### config.mk
export PLATFORM = sky130hd
export DESIGN_NAME = gpio_in_capture
export DESIGN_NICKNAME = d
export VERILOG_FILES = /design/src/rtl/gpio_in_capture.sv
export SDC_FILE = /design/constraint.sdc
export NUM_CORES = 1
export LEC_CHECK = 0
export BUFFER_PORTS_ARGS = -buffer_cell sky130_fd_sc_hd__buf_4
export CAP_MARGIN = 20
export CORE_MARGIN = 4
export CORE_UTILIZATION = 35
export CTS_BUF_LIST = sky130_fd_sc_hd__clkbuf_4 sky130_fd_sc_hd__clkbuf_8
export DETAILED_ROUTE_END_ITERATION = 8
export PLACE_DENSITY = 0.55
export SLEW_MARGIN = 5
export SYNTH_ARGS = -nofsm -noshare
export SYNTH_HDL_FRONTEND = slang
export SYNTH_SLANG_ARGS = --single-unit
### constraint.sdc
create_clock -name clk -period 4.1 [get_ports clk]
set_clock_uncertainty 0.05 [all_clocks]
set_input_delay 0.41 -clock clk [delete_from_list [all_inputs] [get_ports clk]]
set_output_delay 0.41 -clock clk [all_outputs]
set_load 0.01 [all_outputs]
### src/rtl/gpio_in_capture.sv
// rtl/gpio_in_capture.sv - synchronized, debounced GPIO input capture with edge-pending interrupt
module gpio_in_capture #(
    parameter int WIDTH    = 8,
    parameter int DEBOUNCE = 5000,
    parameter int CTR_BITS = 13
) (
    input  logic             clk,
    input  logic             rst_n,
    input  logic [WIDTH-1:0] gpio_in,
    input  logic [WIDTH-1:0] rise_ena,
    input  logic [WIDTH-1:0] fall_ena,
    input  logic [WIDTH-1:0] clr,
    output logic [WIDTH-1:0] level,
    output logic [WIDTH-1:0] pending,
    output logic             irq
);

    localparam logic [CTR_BITS-1:0] RELOAD = CTR_BITS'(DEBOUNCE - 1);

    logic [WIDTH-1:0]    s1;
    logic [WIDTH-1:0]    s2;
    logic [CTR_BITS-1:0] cnt [WIDTH];
    logic [WIDTH-1:0]    upd;
    logic [WIDTH-1:0]    rise;
    logic [WIDTH-1:0]    fall;
    logic [WIDTH-1:0]    set;
    logic [WIDTH-1:0]    pending_next;

    // A bit updates when s2 has disagreed with level for DEBOUNCE edges (counter already at 0).
    always_comb begin
        upd = '0;
        for (int i = 0; i < WIDTH; i++) begin
            upd[i] = (s2[i] != level[i]) && (cnt[i] == '0);
        end
        rise         = upd & s2;
        fall         = upd & ~s2;
        set          = (rise & rise_ena) | (fall & fall_ena);
        pending_next = set | (pending & ~clr);
    end

    always_ff @(posedge clk or negedge rst_n) begin
        if (!rst_n) begin
            s1      <= '0;
            s2      <= '0;
            level   <= '0;
            pending <= '0;
            irq     <= 1'b0;
            for (int i = 0; i < WIDTH; i++) begin
                cnt[i] <= RELOAD;
            end
        end else begin
            s1      <= gpio_in;
            s2      <= s1;
            level   <= level ^ upd;
            pending <= pending_next;
            irq     <= |pending_next;
            for (int i = 0; i < WIDTH; i++) begin
                if ((s2[i] == level[i]) || (cnt[i] == '0)) begin
                    cnt[i] <= RELOAD;
                end else begin
                    cnt[i] <= cnt[i] - CTR_BITS'(1);
                end
            end
        end
    end

endmodule

==> reports/qor.csv, run 1 <==
metric,value,unit
grtUsageMet3,3.690,%
wl,11.13,mm
grt_max_degree,105,
grt_use_met1,15.40,%
timing.rr.start,cnt[26],
critPathTopFamily,simple AND/OR/NAND/NOR gates,
finalNetCount,663,
netlist_instances,550,
cp_slowest_cell,or4_1,
rsz0062_at_grt,no,
area_growth,18.62,%
endpoint,cnt[36],
fill_cells,1631,
numCtsBuffers,17,
clock-sinks,137,
start_util,35.89,%
clk_pin_slew,0.08,ns
violations,hold timing,
synth.distinct_cells,50,
setup_ws,1.590,ns
power.leakage,3.032,nW
critPathBufInv,1,
cts_resized,0,
final.period_utilization,61.21,%
slew_violations,0,
cts-htree-levels,4,
total_power,2.671,mW
yosysMostFrequentCell,dfrtp_1,
track_usage,12.19,%
arrival,2.76,ns
insertedDiodeCount,0,
grt_use_met2,19.94,%
cp_max_fo,6,
hold_class,in2async,
wl_per_cell,13.03,um
ir_worst_vdd,0.1625,mV
rows,47,
critical_path_required,4.35,ns
slew_headroom,36.67,%
dieHeight,138.9,um
drt_iter0_markers,195,
cap_violations,0,
synthTopCellsByCount,"dfrtp_1 (81), nand2_1 (68), nor2_1 (64), dfstp_2 (56), xnor2_1 (46)",
cts_buffer_depth,2,
antenna_found_initial,0,
tightest_slew,0.9499,ns
async_flop_share,100.0,%
drive_above_1_share,25.08,%
grt.busiest_layer,met2,
clock_latency,0.44,ns
syn-num-nets,592,
r2r_cells,7,
crit_chain,inv_1 -> ha_1 -> or3b_2 -> or2_1 -> or4_1 -> o21ai_1 -> nor2_1,
fmax,398.5,MHz
port_buffers,50,
final.min_clock_period,2.510,ns
regToRegEndpoint,cnt[36],
layout.area.seq,3498,um^2
synthFlopType,dfrtp_1,
status,"finished, violations left",
grt_pass1_vias,4211,
worstSetupEndpointType,flop,
gp_congestion,0.7470,
yosysWarnings,0,
synthesis.area,5994,um^2
critPathMaxStageDelay,0.55,ns
critPathLaunchType,flop,
vias,4087,
post-dp-hpwl,7.956,mm
setup_viol,0,
die-area,19280,um^2
synth_area_leaders,"dfrtp_1 (34%), dfstp_2 (25%), xnor2_1 (6.7%)",
ys_seq_area_share,58.36,%
drtAntennaViolNets,0,
fin_util,42.58,%
place_ws,1.540,ns
path_depth,7,
timing.hold.ws,-0.009586,ns
r2r_slack,1.59,ns
vias_per_cell,4.786,
p_per_area,375.6,nW/um^2
drc,0,
synth_edf_count,0,
die_w,138.9,um
tns,0,ns
worstSetupPathType,reg2reg,
cts_tree,done,
multi_input_area,2365,um^2
boundaryPins,51,
synth_seq_cells,137,
grt.overflow.total,0,
yosys.area.top_type,dfrtp_1,
grt_pass1_wl,19.51,mm
synth_area_per_cell,10.90,um^2
startpoint,cnt[26],
synth_top_cell_area_share,33.81,%
hold_viol_final,3,
root_buffer,clkbuf_8,
drtPass1Iterations,4,
core_area,16700,um^2
registers in the layout, indices dropped and copies added (netlist names), named ones only:
register,count
s2,8
cnt,104
pending,8
irq,1
s1,8
report_power, final:
group	switching, mW	leakage, nW	internal [mW]
Sequential	0.0241	1.68	1.40
Combinational	0.0734	1.13	0.0573
Clock	0.488	0.214	0.631
Total	0.585	3.03	2.09
routing by layer:
metal  vias to the layer above  share of wire (%)  routed length, um
li1                       2034                  -                  -
met1                      1993                 47               5240
met2                        46                 48               5376
met3                        14                3.2                358
met4                         0                1.4                151
met5                         -                  0                  0
metrics by stage:
step	instances	area, um^2
detailed placement	815	6630
global placement	815	6630
global route	854	7111
CTS	853	7101
finish	854	7111
floorplan	550	5995
logic make-up (layout without fill, tap and decap cells):
logic type	after synthesis	after routing	share of synthesized area, %
and+or+nand+nor	235	235	19.79
adders and majority gates	8	8	1.670
xor gates and xnor gates	62	62	9.059
AOI/OAI and AO/OA	68	68	7.618
muxes	7	7	1.315
buffers and inverters	33	117	2.192
DFF	137	137	58.36
timing repair:
item	4_1_cts	5_1_grt
endpoints found under the hold margin	6	1
hold buffers	6	1
setup buffers	0	0
how the worst min path moves through the flow:
stage | from | to | slack, ns | cells after the start
floorplan | rst_n | asynchronous set/reset pin | 0.06 | 0
global placement | s1[4] | s2[4] | 0.28 | 0
detailed placement | s1[2] | s2[2] | 0.28 | 0
CTS | gpio_in[1] | s1[1] | 0.003 | 1
global route | gpio_in[3] | s1[3] | 0.004 | 1
finish | rst_n | cnt[11] | -0.01 | 1
cell type report:
class                           count  share of cell area [%]
Inverter                           26                   1.373
Timing Repair Buffer               59                   6.528
Tap cell                          220                   3.871
Multi-Input combinational cell    380                   33.26
Clock buffer                       25                   4.487
Sequential cell                   137                   49.20
Clock inverter                      7                   1.285
cell usage in the layout, fill, tap and decap left out, drive strengths merged, types with 13 or more instances in the layout:
master and instances:
or4 13, dfrtp 81, xnor2 46, xor2 16, inv 26, clkbuf 25, dfstp 56, nor2 64
nor3 21, o31ai 13, nor2b 13, buf 52, nand2 68
worst register-to-register path, cell delays in order (launching register included):
cell and delay, ns:
dfstp_2 0.38, inv_1 0.05, ha_1 0.17, or3b_2 0.50, or2_1 0.29, or4_1 0.55, o21ai_1 0.28, nor2_1 0.10
Power figures use the tool's default switching activity.
==> inputs of run 2 (changes only) <==
Settings changed: ABC_AREA set to 1.
Clock period 4.1 ns to 2.5 ns, I/O delays scaled along.
==> run 2 against run 1 <==
The flow now finishes without violations. Global-route usage grew 0.46 points. Synthesized cell count grew 35%. First-iteration DRC count shrank 18%. Via count grew 15%. Sequential power grew 63%. Register-to-register slack lost 0.78 ns. Die area grew 7.9%. Fmax grew 49%.
==> reports/qor.csv, run 2 <==
metric,value,unit
tns,0,ns
power_frac_seq,53.0,%
tightest_slew,0.5732,ns
cts_tree,done,
post-dp-hpwl,8.855,mm
critPathMaxStageDelay,0.55,ns
total_power,4.378,mW
cts_buffer_depth,2,
synthTopCellsByCount,"nand2_1 (156), nor2_1 (126), inv_1 (84), dfrtp_1 (81), dfstp_2 (56)",
synth_area_leaders,"dfrtp_1 (31%), dfstp_2 (23%), nand2_1 (9.0%)",
drtPass1Iterations,6,
r2r_cells,9,
synth_seq_cells,137,
fmax,591.9,MHz
port_buffers,50,
grt_pass1_vias,4560,
cap_violations,0,
clockPowerShare,41.1,%
p_comb_share,6.0,%
drive_above_1_share,26.16,%
insertedDiodeCount,0,
cts-htree-levels,4,
layout_commonest_cell,nand2_1,
setup_viol,0,
worstHoldPathCells,4,
swShare,23.56,%
drc,0,
final_cell_mix,"nand2_1 (156), nor2_1 (126), inv_1 (84)",
largest_reg_flops,104,
gp_congestion,0.7712,
cts_setup_buffers,0,
async_flop_share,100.0,%
power.leakage,3.698,nW
clock-sinks,137,
critPathTopFamily,flip-flops,
core_area,18090,um^2
synth.distinct_cells,26,
drt_iter0_markers,159,
root_buffer,clkbuf_8,
vias,4690,
final.min_clock_period,1.689,ns
ys_seq_area_share,53.82,%
fill_cells,1743,
grt_pass1_wl,21.09,mm
met1_length,6.237,mm
critical_path_required,2.81,ns
dr_wl_met2,5.330,mm
p_per_area,565.6,nW/um^2
critPathBufInv,2,
boundaryPins,51,
worstSetupPathType,reg2reg,
vias_per_cell,4.383,
synth_area_per_cell,8.760,um^2
final.period_utilization,67.58,%
yosys.area.top_type,dfrtp_1,
worstSetupEndpointType,flop,
route.met3.wl,526,um
netlist_instances,742,
track_usage,12.66,%
yosysWarnings,0,
path_depth,9,
ir_worst_vdd,0.3425,mV
start_util,35.94,%
arrival,2.00,ns
dieHeight,144.3,um
dp.cells,1025,
slew_headroom,61.79,%
synthesis.area,6500,um^2
grt.overflow.total,0,
yosysMostFrequentCell,nand2_1,
clock_latency,0.44,ns
largest-register,cnt,
die_w,144.3,um
area_growth,19.10,%
drtAntennaViolNets,0,
synth_edf_count,0,
p_sw,1.031,mW
final_area,7741,um^2
cp_max_fo,8,
rows,49,
critPathLaunchType,flop,
numCtsBuffers,17,
grt_max_degree,62,
synth_top_cell_area_share,31.18,%
postPlaceCellArea,7208,um^2
slew_violations,0,
synthFlopType,dfrtp_1,
syn-num-nets,784,
clk_pin_slew,0.07,ns
hold_viol_final,0,
stdcell_count,1070,
power.internal,3.347,mW
maxUsedRoutingLayer,met4,
finalNetCount,870,
cp_slowest_cell,dfstp_2,
die-area,20820,um^2
hold_class,in2reg,
crit_chain,inv_1 -> ha_1 -> nand2_1 -> nor2_2 -> nand2_2 -> nand2_4 -> inv_2 -> o21ai_1 -> a21oi_1,
antenna_found_initial,0,
status,completed,
timing.hold.ws,0.03397,ns
rsz0062_at_grt,no,
wl,12.23,mm
wl_per_cell,11.43,um
[run 2: changes by cell type in the layout (fill, tap and decap cells not counted), sizes merged, moves of 11 or more]
cell	before	now
nand2	68	177
nor2	64	154
inv	26	95
xnor2	46	11
nand3	7	30
a21oi	11	33
o21ai	11	31
nor2b	13	0
or4	13	0
or3	11	0
[run 2: power groups by stage]
stage                     registers [mW]  logic, mW  clock network (mW)
after floorplan                     2.35      0.128                   0
after global placement              2.36      0.250                   0
after detailed placement            2.36      0.251                   0
after CTS                           2.32      0.270                1.87
after global routing                2.33      0.304                1.96
final                               2.32      0.262                1.80
[run 2: through the flow]
step / setup WS [ns] / utilization [%]
CTS: 0.8019 / 42.80
detailed placement: 0.8230 / 39.85
global placement: 0.8671 / 39.85
floorplan: 0.9694 / -
global route: 0.6772 / 42.80
finish: 0.8105 / 42.80
[run 2: final timing paths]
kind | start | slack (ns) | endpoint
max | cnt[0] | 0.81 | cnt[10]
max in group asynchronous | rst_n | 1.36 | cnt[98]
max reg2reg | cnt[0] | 0.81 | cnt[10]
min | clr[7] | 0.03 | pending[7]
min in group asynchronous | rst_n | 0.31 | cnt[62]
min reg2reg | s1[3] | 0.29 | s2[3]
[run 2: repair_timing]
action / 4_1_cts / 5_1_grt
hold buffers: 13 / 0
endpoints found under the hold margin: 42 / 0
resized for setup: 0 / 0
[run 2: cells by family after synthesis]
| family | count (synthesis) | synth area share (%) |
|---|---|---|
| AO/OA/AOI/OAI | 71 | 5.698 |
| XOR/XNOR | 29 | 3.908 |
| adder cells (fa/ha/maj) | 8 | 1.540 |
| buffers and inverters | 93 | 5.370 |
| flip-flops | 137 | 53.82 |
| multiplexers | 8 | 1.848 |
| AND/OR/NAND/NOR | 396 | 27.82 |
[run 2: worst register-to-register path, stage by stage, from the launching register on]
cell	delay, ns
dfstp_2	0.55
inv_1	0.06
ha_1	0.22
nand2_1	0.17
nor2_2	0.07
nand2_2	0.11
nand2_4	0.10
inv_2	0.11
o21ai_1	0.07
a21oi_1	0.12
[run 2: metal layers]
metal / vias to the layer above / global-route usage [%]
met5: - / 0
met4: 0 / 4.124
met3: 9 / 4.067
met2: 60 / 19.30
met1: 2128 / 17.18
li1: 2493 / -
[run 2: final cells by class]
class / count / area, um^2 / share of cell area [%]
Clock buffer: 23 / 316.6 / 4.089
Clock inverter: 9 / 86.33 / 1.115
Inverter: 93 / 349.1 / 4.509
Multi-Input combinational cell: 512 / 2653 / 34.27
Sequential cell: 137 / 3498 / 45.19
Tap cell: 229 / 286.5 / 3.701
Timing Repair Buffer: 67 / 551.8 / 7.128
==> inputs of run 3 (changes only) <==
Clock period 2.5 ns to 1.6 ns, I/O delays scaled along.
==> run 3 against run 2 <==
First-iteration DRC count rose by 21%. Setup slack got worse by 0.72 ns. Cell area rose by 5.0%. Sequential share of layout area fell by 2.1 points. Largest power group unchanged.
==> reports/qor.csv, run 3 (same netlist as run 2, synthesis figures left out) <==
metric,value,unit
status,completed,
grt.overflow.total,0,
grt_pass1_vias,4889,
power.leakage,3.875,nW
slew_violations,0,
finalNetCount,902,
cts_tree,done,
insertedDiodeCount,0,
track_usage,13.57,%
cts-htree-levels,4,
critPathLaunchType,flop,
wl,12.57,mm
final_cell_mix,"nand2_1 (153), nor2_1 (124), dfrtp_1 (81)",
clk_pin_slew,0.08,ns
worstSetupPathType,reg2reg,
rows,49,
largest-register,cnt,
drt_iter0_markers,192,
start_util,35.94,%
die-area,20820,um^2
total_power,6.976,mW
final_area,8125,um^2
clock-sinks,137,
drive_above_1_share,30.70,%
final.min_clock_period,1.513,ns
root_buffer,clkbuf_8,
area_growth,25.00,%
arrival,1.79,ns
p_per_area,858.6,nW/um^2
clock_latency,0.44,ns
setup_viol,0,
hold_viol_final,0,
fmax,661.0,MHz
tightest_slew,0.3781,ns
grt_max_degree,40,
slew_headroom,74.79,%
port_buffers,50,
gp_congestion,0.7897,
drtAntennaViolNets,0,
post-dp-hpwl,9.146,mm
fill_cells,1760,
largest_reg_flops,104,
postPlaceCellArea,7413,um^2
layout_commonest_cell,nand2_1,
die_w,144.3,um
vias,4853,
wl_per_cell,11.40,um
numCtsBuffers,17,
antenna_found_initial,0,
fin_util,44.93,%
cp_max_fo,4,
ir_worst_vdd,0.5292,mV
core_area,18090,um^2
critical_path_required,1.88,ns
cap_violations,0,
drtPass1Iterations,4,
dp.cells,1049,
final.period_utilization,94.55,%
hold_class,in2reg,
drc,0,
boundaryPins,51,
setup_ws,0.08717,ns
rsz0062_at_grt,no,
place_ws,-0.03699,ns
vias_per_cell,4.404,
stdcell_count,1102,
cts_buffer_depth,2,
grt_pass1_wl,22.73,mm
worstSetupEndpointType,flop,
dieHeight,144.3,um
==> run 3: changes by cell type in the layout (fill, tap and decap cells not counted), moves of 3 or more <==
cell / delta
buf_4: +26
ha_1: -6
inv_4: +5
dlygate4sd3_1: +4
ha_2: +4
inv_1: -4
clkbuf_4: +3
nand2_1: -3
nand2_4: +3
nand3_1: -3
==> run 3: final cells by class <==
type	instances	area, um^2	area share, %
clock inverter	8	95.09	1.170
clock buffer	24	311.5	3.834
sequential	137	3498	43.06
timing repair buffer	99	827.0	10.18
inverter	93	361.6	4.450
tap	229	286.5	3.526
multi-input combinational	512	2745	33.79
==> run 3: where the power goes <==
part	switching [mW]	internal, mW
Combinational	0.260	0.224
Sequential	0.0458	3.58
Clock	1.28	1.59
Total	1.58	5.39
==> run 3: routing by layer <==
metal | up-vias | global-route usage, % | part of all wire (%)
met1 | 2217 | 18.58 | 50
met3 | 8 | 4.200 | 4.0
met5 | - | 0 | 0
li1 | 2560 | - | -
met4 | 0 | 4.418 | 1.2
met2 | 68 | 20.63 | 44
==> run 3: worst max-delay path, cell delays in order (launching register included) <==
cell	delay, ns
dfstp_2	0.55
inv_1	0.05
ha_1	0.21
nand2_2	0.12
nor2_4	0.07
nand2_4	0.07
mux2_4	0.29
==> run 3: final timing paths <==
path | slack, ns | endpoint | start | cells after the start
worst max register to register | 0.09 | flop | cnt[91] | 6
min in group asynchronous | 0.16 | s1[3] | rst_n | 2
worst max-delay path | 0.09 | flop | cnt[91] | 6
worst min register to register | 0.29 | s2[1] | s1[1] | 0
worst min-delay path | 0.08 | pending[4] | fall_ena[4] | 5
max in group asynchronous | 0.77 | cnt[40] | rst_n | 3
==> run 3: per-stage QoR <==
stage               hold slack [ns]  TNS (ns)
finish                      0.07863         0
global route                0.06545         0
CTS                         0.03625         0
detailed placement          0.05099  -0.03699
global placement            0.05095  -0.03357
floorplan                   -0.1856         0
==> run 3: what timing repair did <==
action | in CTS | in global routing
hold buffers | 17 | 0
resized for setup | 2 | 29
endpoints found under the setup margin | 1 | 35
pin swaps | 1 | 8
hold endpoints to repair | 111 | 0
cloned | 0 | 0
setup buffers | 0 | 4
